`src/rtl/apu_pkg.sv`:
```
// Shared constants for the APU tone-channel envelope/length logic:
// length-load table, register addresses and datapath widths.
package apu_pkg;

  localparam int LEN_W = 8;
  localparam int VOL_W = 4;

  localparam logic [1:0] REG_CTRL = 2'd0;
  localparam logic [1:0] REG_LEN  = 2'd3;

  localparam logic [7:0] LEN_TABLE [0:31] = '{
    8'd10,  8'd254, 8'd20,  8'd2,   8'd40,  8'd4,   8'd80,  8'd6,
    8'd160, 8'd8,   8'd60,  8'd10,  8'd14,  8'd12,  8'd26,  8'd14,
    8'd12,  8'd16,  8'd24,  8'd18,  8'd48,  8'd20,  8'd96,  8'd22,
    8'd192, 8'd24,  8'd72,  8'd26,  8'd16,  8'd28,  8'd32,  8'd30
  };

  function automatic logic [7:0] len_lookup(input logic [4:0] idx);
    return LEN_TABLE[idx];
  endfunction

endpackage

```
`src/rtl/envelope_length_unit_envelope_gen.sv`:
```
// Decaying envelope: start flag, period divider and decay counter with
// optional loop, stepped once per quarter-frame event pulse.
module envelope_gen #(
  parameter int VOL_W = apu_pkg::VOL_W
) (
  input  logic             clk,
  input  logic             rst,
  input  logic             qtr_evt,
  input  logic             start_set,
  input  logic             halt_loop,
  input  logic [VOL_W-1:0] period,
  output logic [VOL_W-1:0] decay
);

  localparam logic [VOL_W-1:0] DECAY_MAX = {VOL_W{1'b1}};

  logic             start_q, start_d;
  logic [VOL_W-1:0] div_q, div_d;
  logic [VOL_W-1:0] decay_q, decay_d;

  always_comb begin
    start_d = start_q;
    div_d   = div_q;
    decay_d = decay_q;
    if (qtr_evt) begin
      if (start_q) begin
        start_d = 1'b0;
        decay_d = DECAY_MAX;
        div_d   = period;
      end else if (div_q == '0) begin
        div_d = period;
        if (decay_q != '0) begin
          decay_d = decay_q - 1'b1;
        end else if (halt_loop) begin
          decay_d = DECAY_MAX;
        end
      end else begin
        div_d = div_q - 1'b1;
      end
    end
    // A length write landing on a quarter event re-arms after the step.
    if (start_set) begin
      start_d = 1'b1;
    end
  end

  always_ff @(posedge clk) begin
    if (rst) begin
      start_q <= 1'b0;
      div_q   <= '0;
      decay_q <= '0;
    end else begin
      start_q <= start_d;
      div_q   <= div_d;
      decay_q <= decay_d;
    end
  end

  assign decay = decay_q;

endmodule

```
`src/rtl/envelope_length_unit.sv`:
```
// Tone-channel envelope and length unit fed by the frame sequencer.
// Define FRAME_SYNC_EN to add a two-flop synchronizer ahead of edge detect.
module envelope_length_unit #(
  parameter int LEN_W = apu_pkg::LEN_W,
  parameter int VOL_W = apu_pkg::VOL_W
) (
  input  logic             clk,
  input  logic             rst,
  input  logic             qtr_clk,
  input  logic             hlf_clk,
  input  logic             chan_en,
  input  logic             reg_we,
  input  logic [1:0]       reg_addr,
  input  logic [7:0]       reg_data,
  output logic [VOL_W-1:0] volume,
  output logic             active
);

  import apu_pkg::*;

  logic             qtr_src, hlf_src;
  logic             qtr_q, qtr_d, hlf_q, hlf_d;
  logic             qtr_evt, hlf_evt;
  logic             ctrl_wr, len_wr;
  logic             halt_loop_q, halt_loop_d;
  logic             const_vol_q, const_vol_d;
  logic [VOL_W-1:0] period_q, period_d;
  logic [LEN_W-1:0] length_q, length_d;
  logic [VOL_W-1:0] volume_q, volume_d;
  logic             active_q, active_d;
  logic [VOL_W-1:0] decay;

`ifdef FRAME_SYNC_EN
  logic [1:0] qtr_sync_q, qtr_sync_d;
  logic [1:0] hlf_sync_q, hlf_sync_d;

  assign qtr_sync_d = {qtr_sync_q[0], qtr_clk};
  assign hlf_sync_d = {hlf_sync_q[0], hlf_clk};

  always_ff @(posedge clk) begin
    if (rst) begin
      qtr_sync_q <= '0;
      hlf_sync_q <= '0;
    end else begin
      qtr_sync_q <= qtr_sync_d;
      hlf_sync_q <= hlf_sync_d;
    end
  end

  assign qtr_src = qtr_sync_q[1];
  assign hlf_src = hlf_sync_q[1];
`else
  assign qtr_src = qtr_clk;
  assign hlf_src = hlf_clk;
`endif

  assign qtr_evt = qtr_src & ~qtr_q;
  assign hlf_evt = hlf_src & ~hlf_q;
  assign ctrl_wr = reg_we && (reg_addr == REG_CTRL);
  assign len_wr  = reg_we && (reg_addr == REG_LEN);

  envelope_gen #(
    .VOL_W(VOL_W)
  ) u_env (
    .clk      (clk),
    .rst      (rst),
    .qtr_evt  (qtr_evt),
    .start_set(len_wr),
    .halt_loop(halt_loop_q),
    .period   (period_q),
    .decay    (decay)
  );

  always_comb begin
    qtr_d       = qtr_src;
    hlf_d       = hlf_src;
    halt_loop_d = halt_loop_q;
    const_vol_d = const_vol_q;
    period_d    = period_q;
    length_d    = length_q;

    if (ctrl_wr) begin
      halt_loop_d = reg_data[5];
      const_vol_d = reg_data[4];
      period_d    = VOL_W'(reg_data[3:0]);
    end

    // Disabled channel pins length at zero; a load beats a same-cycle decrement.
    if (!chan_en) begin
      length_d = '0;
    end else if (len_wr) begin
      length_d = LEN_W'(len_lookup(reg_data[7:3]));
    end else if (hlf_evt && !halt_loop_q && (length_q != '0)) begin
      length_d = length_q - 1'b1;
    end

    active_d = (length_q != '0);
    if (length_q == '0) begin
      volume_d = '0;
    end else if (const_vol_q) begin
      volume_d = period_q;
    end else begin
      volume_d = decay;
    end
  end

  always_ff @(posedge clk) begin
    if (rst) begin
      qtr_q       <= 1'b0;
      hlf_q       <= 1'b0;
      halt_loop_q <= 1'b0;
      const_vol_q <= 1'b0;
      period_q    <= '0;
      length_q    <= '0;
      volume_q    <= '0;
      active_q    <= 1'b0;
    end else begin
      qtr_q       <= qtr_d;
      hlf_q       <= hlf_d;
      halt_loop_q <= halt_loop_d;
      const_vol_q <= const_vol_d;
      period_q    <= period_d;
      length_q    <= length_d;
      volume_q    <= volume_d;
      active_q    <= active_d;
    end
  end

  assign volume = volume_q;
  assign active = active_q;

endmodule

```
`config.mk`:
```
export PLATFORM = sky130hd
export DESIGN_NAME = envelope_length_unit
export DESIGN_NICKNAME = d
export VERILOG_FILES = /design/src/rtl/apu_pkg.sv /design/src/rtl/envelope_length_unit_envelope_gen.sv /design/src/rtl/envelope_length_unit.sv
export SDC_FILE = /design/constraint.sdc
export NUM_CORES = 1
export LEC_CHECK = 0
export CORE_MARGIN = 4
export CORE_UTILIZATION = 55
export DETAILED_ROUTE_END_ITERATION = 12
export PLACE_DENSITY = 0.78
export SLEW_MARGIN = 0
export SYNTH_ARGS = -nofsm -noshare
export SYNTH_HDL_FRONTEND = slang
export SYNTH_SLANG_ARGS = --single-unit
export TNS_END_PERCENT = 50
```
`constraint.sdc`:
```
create_clock -name clk -period 2.3 [get_ports clk]
set_clock_uncertainty 0.05 [all_clocks]
set_input_delay 0.345 -clock clk [delete_from_list [all_inputs] [get_ports clk]]
set_output_delay 0.345 -clock clk [all_outputs]
set_load 0.005 [all_outputs]
```
==> results.json <==
{
  "tightestPinTransition_ns": 0.510,
  "dieArea_um2": 4300,
  "synthCells": 210,
  "multiInputGateArea_um2": 1130,
  "grt-ovfl-total": 0,
  "crit_path_cell_trace": "inv_1, ha_1, nor3b_2, a2111oi_0, xnor2_1, a21oi_1",
  "cp_top_family": "compound AO/OA/AOI/OAI gates",
  "syn-cell-area_um2": 1820,
  "placed_area_um2": 2120,
  "cp_slowest_cell": "a2111oi_0",
  "grt_max_degree": 19,
  "grt_pass1_wl_mm": 7.07,
  "ys_warn_count": 0,
  "pin_count": 21,
  "r2r_cells": 6,
  "postCtsSetupRepairBufs": 0,
  "maxSlewViolCount": 0,
  "cp_num_cells": 6,
  "p_sw_share_pct": 29.4,
  "register_area_um2": 601,
  "route.detailed.drc": 0,
  "layout_commonest_cell": "dfxtp_1",
  "nFillCells": 260,
  "hold_slack_ns": 0.465,
  "finalHoldViolCount": 0,
  "wl_per_cell_um": 14.3,
  "track_usage_pct": 20.9,
  "syn_avg_cell_area_um2": 8.67,
  "synth_edf_count": 0,
  "max_freq_mhz": 546,
  "p_int_mw": 0.947,
  "async_flop_share_pct": 0,
  "rsz0062_at_grt": "false",
  "min_period_ns": 1.83,
  "core.rowCount": 20,
  "ys_ff_latch": 30,
  "reg2reg_slack_ns": 0.47,
  "finalCritPeriodShare_pct": 79.7,
  "diodes": 0,
  "syn-num-nets": 236,
  "num_vias": 1627,
  "gp_congestion": 0.882,
  "power_switching_mw": 0.394,
  "synth_area_leader_cell": "dfxtp_1",
  "startpoint": "length_q[0]",
  "grt_pass1_vias": 1536,
  "netlist_top_cells_area": "dfxtp_1, mux2i_1, ha_1, nor2_1, a21oi_1",
  "clock_path_buffers": 2,
  "status": "finished clean",
  "clkTransAtPathRegs_ns": 0.10,
  "synth_ff_type": "dfxtp_1",
  "r2r-start": "length_q[0]",
  "dp_hpwl_mm": 3.10,
  "cp-endpoint": "length_q[4]",
  "tns_ns": 0,
  "clock_latency_ns": 0.33,
  "crit_path_end_kind": "flip-flop",
  "initial_core_util_pct": 58.7,
  "cts_root_buf": "clkbuf_4",
  "combPwrFrac_pct": 25.0,
  "cts_inserted_buffers": 5,
  "fin_nets": 264,
  "synth_cell_types": 49,
  "hold_buffers": 0,
  "hold_class": "flip-flop to flip-flop",
  "setup_viol": 0,
  "max-slew-margin-rel_pct": 65.1,
  "cp_max_fo": 7,
  "cp_slowest_stage_delay_ns": 0.54,
  "drv_cap": 0,
  "area_growth_pct": 20.5,
  "most-common-layout-cells": "dfxtp_1, nor2_1, clkdlybuf4s50_1",
  "routed_via_density": 5.75,
  "cts_sinks": 30,
  "clkPwrFrac_pct": 30.8,
  "leakagePower_nw": 0.837,
  "worstPathArrival_ns": 1.99,
  "dieWidth_um": 65.6,
  "antenna_found_initial": 0,
  "worst-path-buf-inv": 1,
  "design_area_um2": 2200,
  "cp.required_ns": 2.46,
  "drt_first_pass_iters": 4,
  "htreeDepth": 2,
  "worstSetupPathType": "flip-flop to flip-flop",
  "synth_top_area_share_pct": 33.0,
  "seqPwrFrac_pct": 44.1,
  "cts_resized": 0,
  "irDropWorstVdd_v": 0.000245,
  "core_region_area_um2": 3100,
  "totalWireLength_mm": 4.05,
  "drt_iter0_markers": 72,
  "port_buffers": 20,
  "cts_tree": "done",
  "timing.rr.end": "length_q[4]",
  "antenna_left": 0,
  "powerDensity_nw_per_um2": 611,
  "synth_seq_area_share_pct": 33.0,
  "start_kind": "flip-flop",
  "die_height_um": 65.6,
  "drive_gt1_share_pct": 12.1
}
-- tightest hold or removal path, cell delays in order, from the launching register on --
cell     delay (ns)
dfxtp_1        0.34
nand2_1        0.06
a21oi_1        0.06
-- area by class of cell --
cell class / count / share of cell area, %
Clock buffer: 5 / 1.71
Timing Repair Buffer: 30 / 12.5
Sequential cell: 30 / 27.4
Inverter: 14 / 2.39
Tap cell: 44 / 2.51
Multi-Input combinational cell: 157 / 51.7
Clock inverter: 3 / 1.82
-- sequential cells by signal, summed over array words and instances, names as in the netlist, 4 cells and up --
register     cells
volume           4
period_q         4
u_env.div_q      4
length_q         8
u_env.decay      4
-- worst min path at each step --
stage	endpoint	slack [ns]	depth (start not counted)	start
final	u_env.div_q[1]	0.46	2	u_env.div_q[1]
after global routing	u_env.div_q[1]	0.48	2	u_env.div_q[1]
after CTS	u_env.div_q[1]	0.46	2	u_env.div_q[1]
after detailed placement	u_env.div_q[1]	0.45	2	u_env.div_q[1]
after global placement	u_env.div_q[1]	0.43	2	u_env.div_q[1]
after floorplan	u_env.div_q[1]	0.41	2	u_env.div_q[1]
-- routing by layer --
layer,up-vias,part of all wire (%),GRT usage (%)
met5,-,0,0
met4,0,1.2,7.25
met3,8,5.1,5.30
met2,35,47,34.3
met1,763,47,26.7
li1,821,-,-
-- cell families (layout without fill, tap and decap cells) --
logic type,after synthesis,after routing,synth area share [%]
compound gates,54,54,20.5
mux,16,16,9.61
simple gates,73,73,23.4
flops,30,30,33.0
fa+ha+maj,10,10,6.87
buf+inv,23,52,4.74
xor+xnor,4,4,1.92
-- metrics by stage --
stage	total power [mW]	util [%]	instances	worst slack (ns)
finish	1.34	70.8	283	0.468
global route	1.41	70.8	283	0.357
CTS	1.35	70.8	283	0.469
detailed placement	0.933	68.3	275	0.161
global placement	0.918	68.3	275	0.225
floorplan	0.821	-	210	0.643
-- Yosys cell counts (2+ instances only) --
| cell type | number |
|---|---|
| nor3b_2 | 2 |
| dfxtp_1 | 30 |
| a21oi_1 | 11 |
| nor3_1 | 4 |
| nand3_1 | 4 |
| nor4_2 | 2 |
| xnor2_1 | 4 |
| a31oi_1 | 3 |
| o21ai_0 | 6 |
| clkbuf_1 | 8 |
| nor4b_1 | 2 |
| nor2b_1 | 4 |
| o21bai_1 | 2 |
| o21a_1 | 7 |
| a211oi_1 | 4 |
| mux2i_1 | 13 |
| a2111oi_0 | 3 |
| nand2b_1 | 6 |
| nand2_1 | 8 |
| o22ai_1 | 3 |
| inv_1 | 14 |
| o211ai_1 | 5 |
| nor2_1 | 24 |
| ha_1 | 10 |
| nand3b_1 | 3 |
| and3_1 | 2 |
| nor3b_1 | 3 |
| a21o_1 | 2 |
-- power by group through the flow --
stage / Sequential (mW) / Clock, mW / Combinational, mW
global placement: 0.600 / 0 / 0.318
finish: 0.592 / 0.413 / 0.336
global route: 0.598 / 0.440 / 0.374
floorplan: 0.592 / 0 / 0.229
CTS: 0.591 / 0.421 / 0.333
detailed placement: 0.603 / 0 / 0.330
No activity file was read; power rests on OpenSTA's default activity.
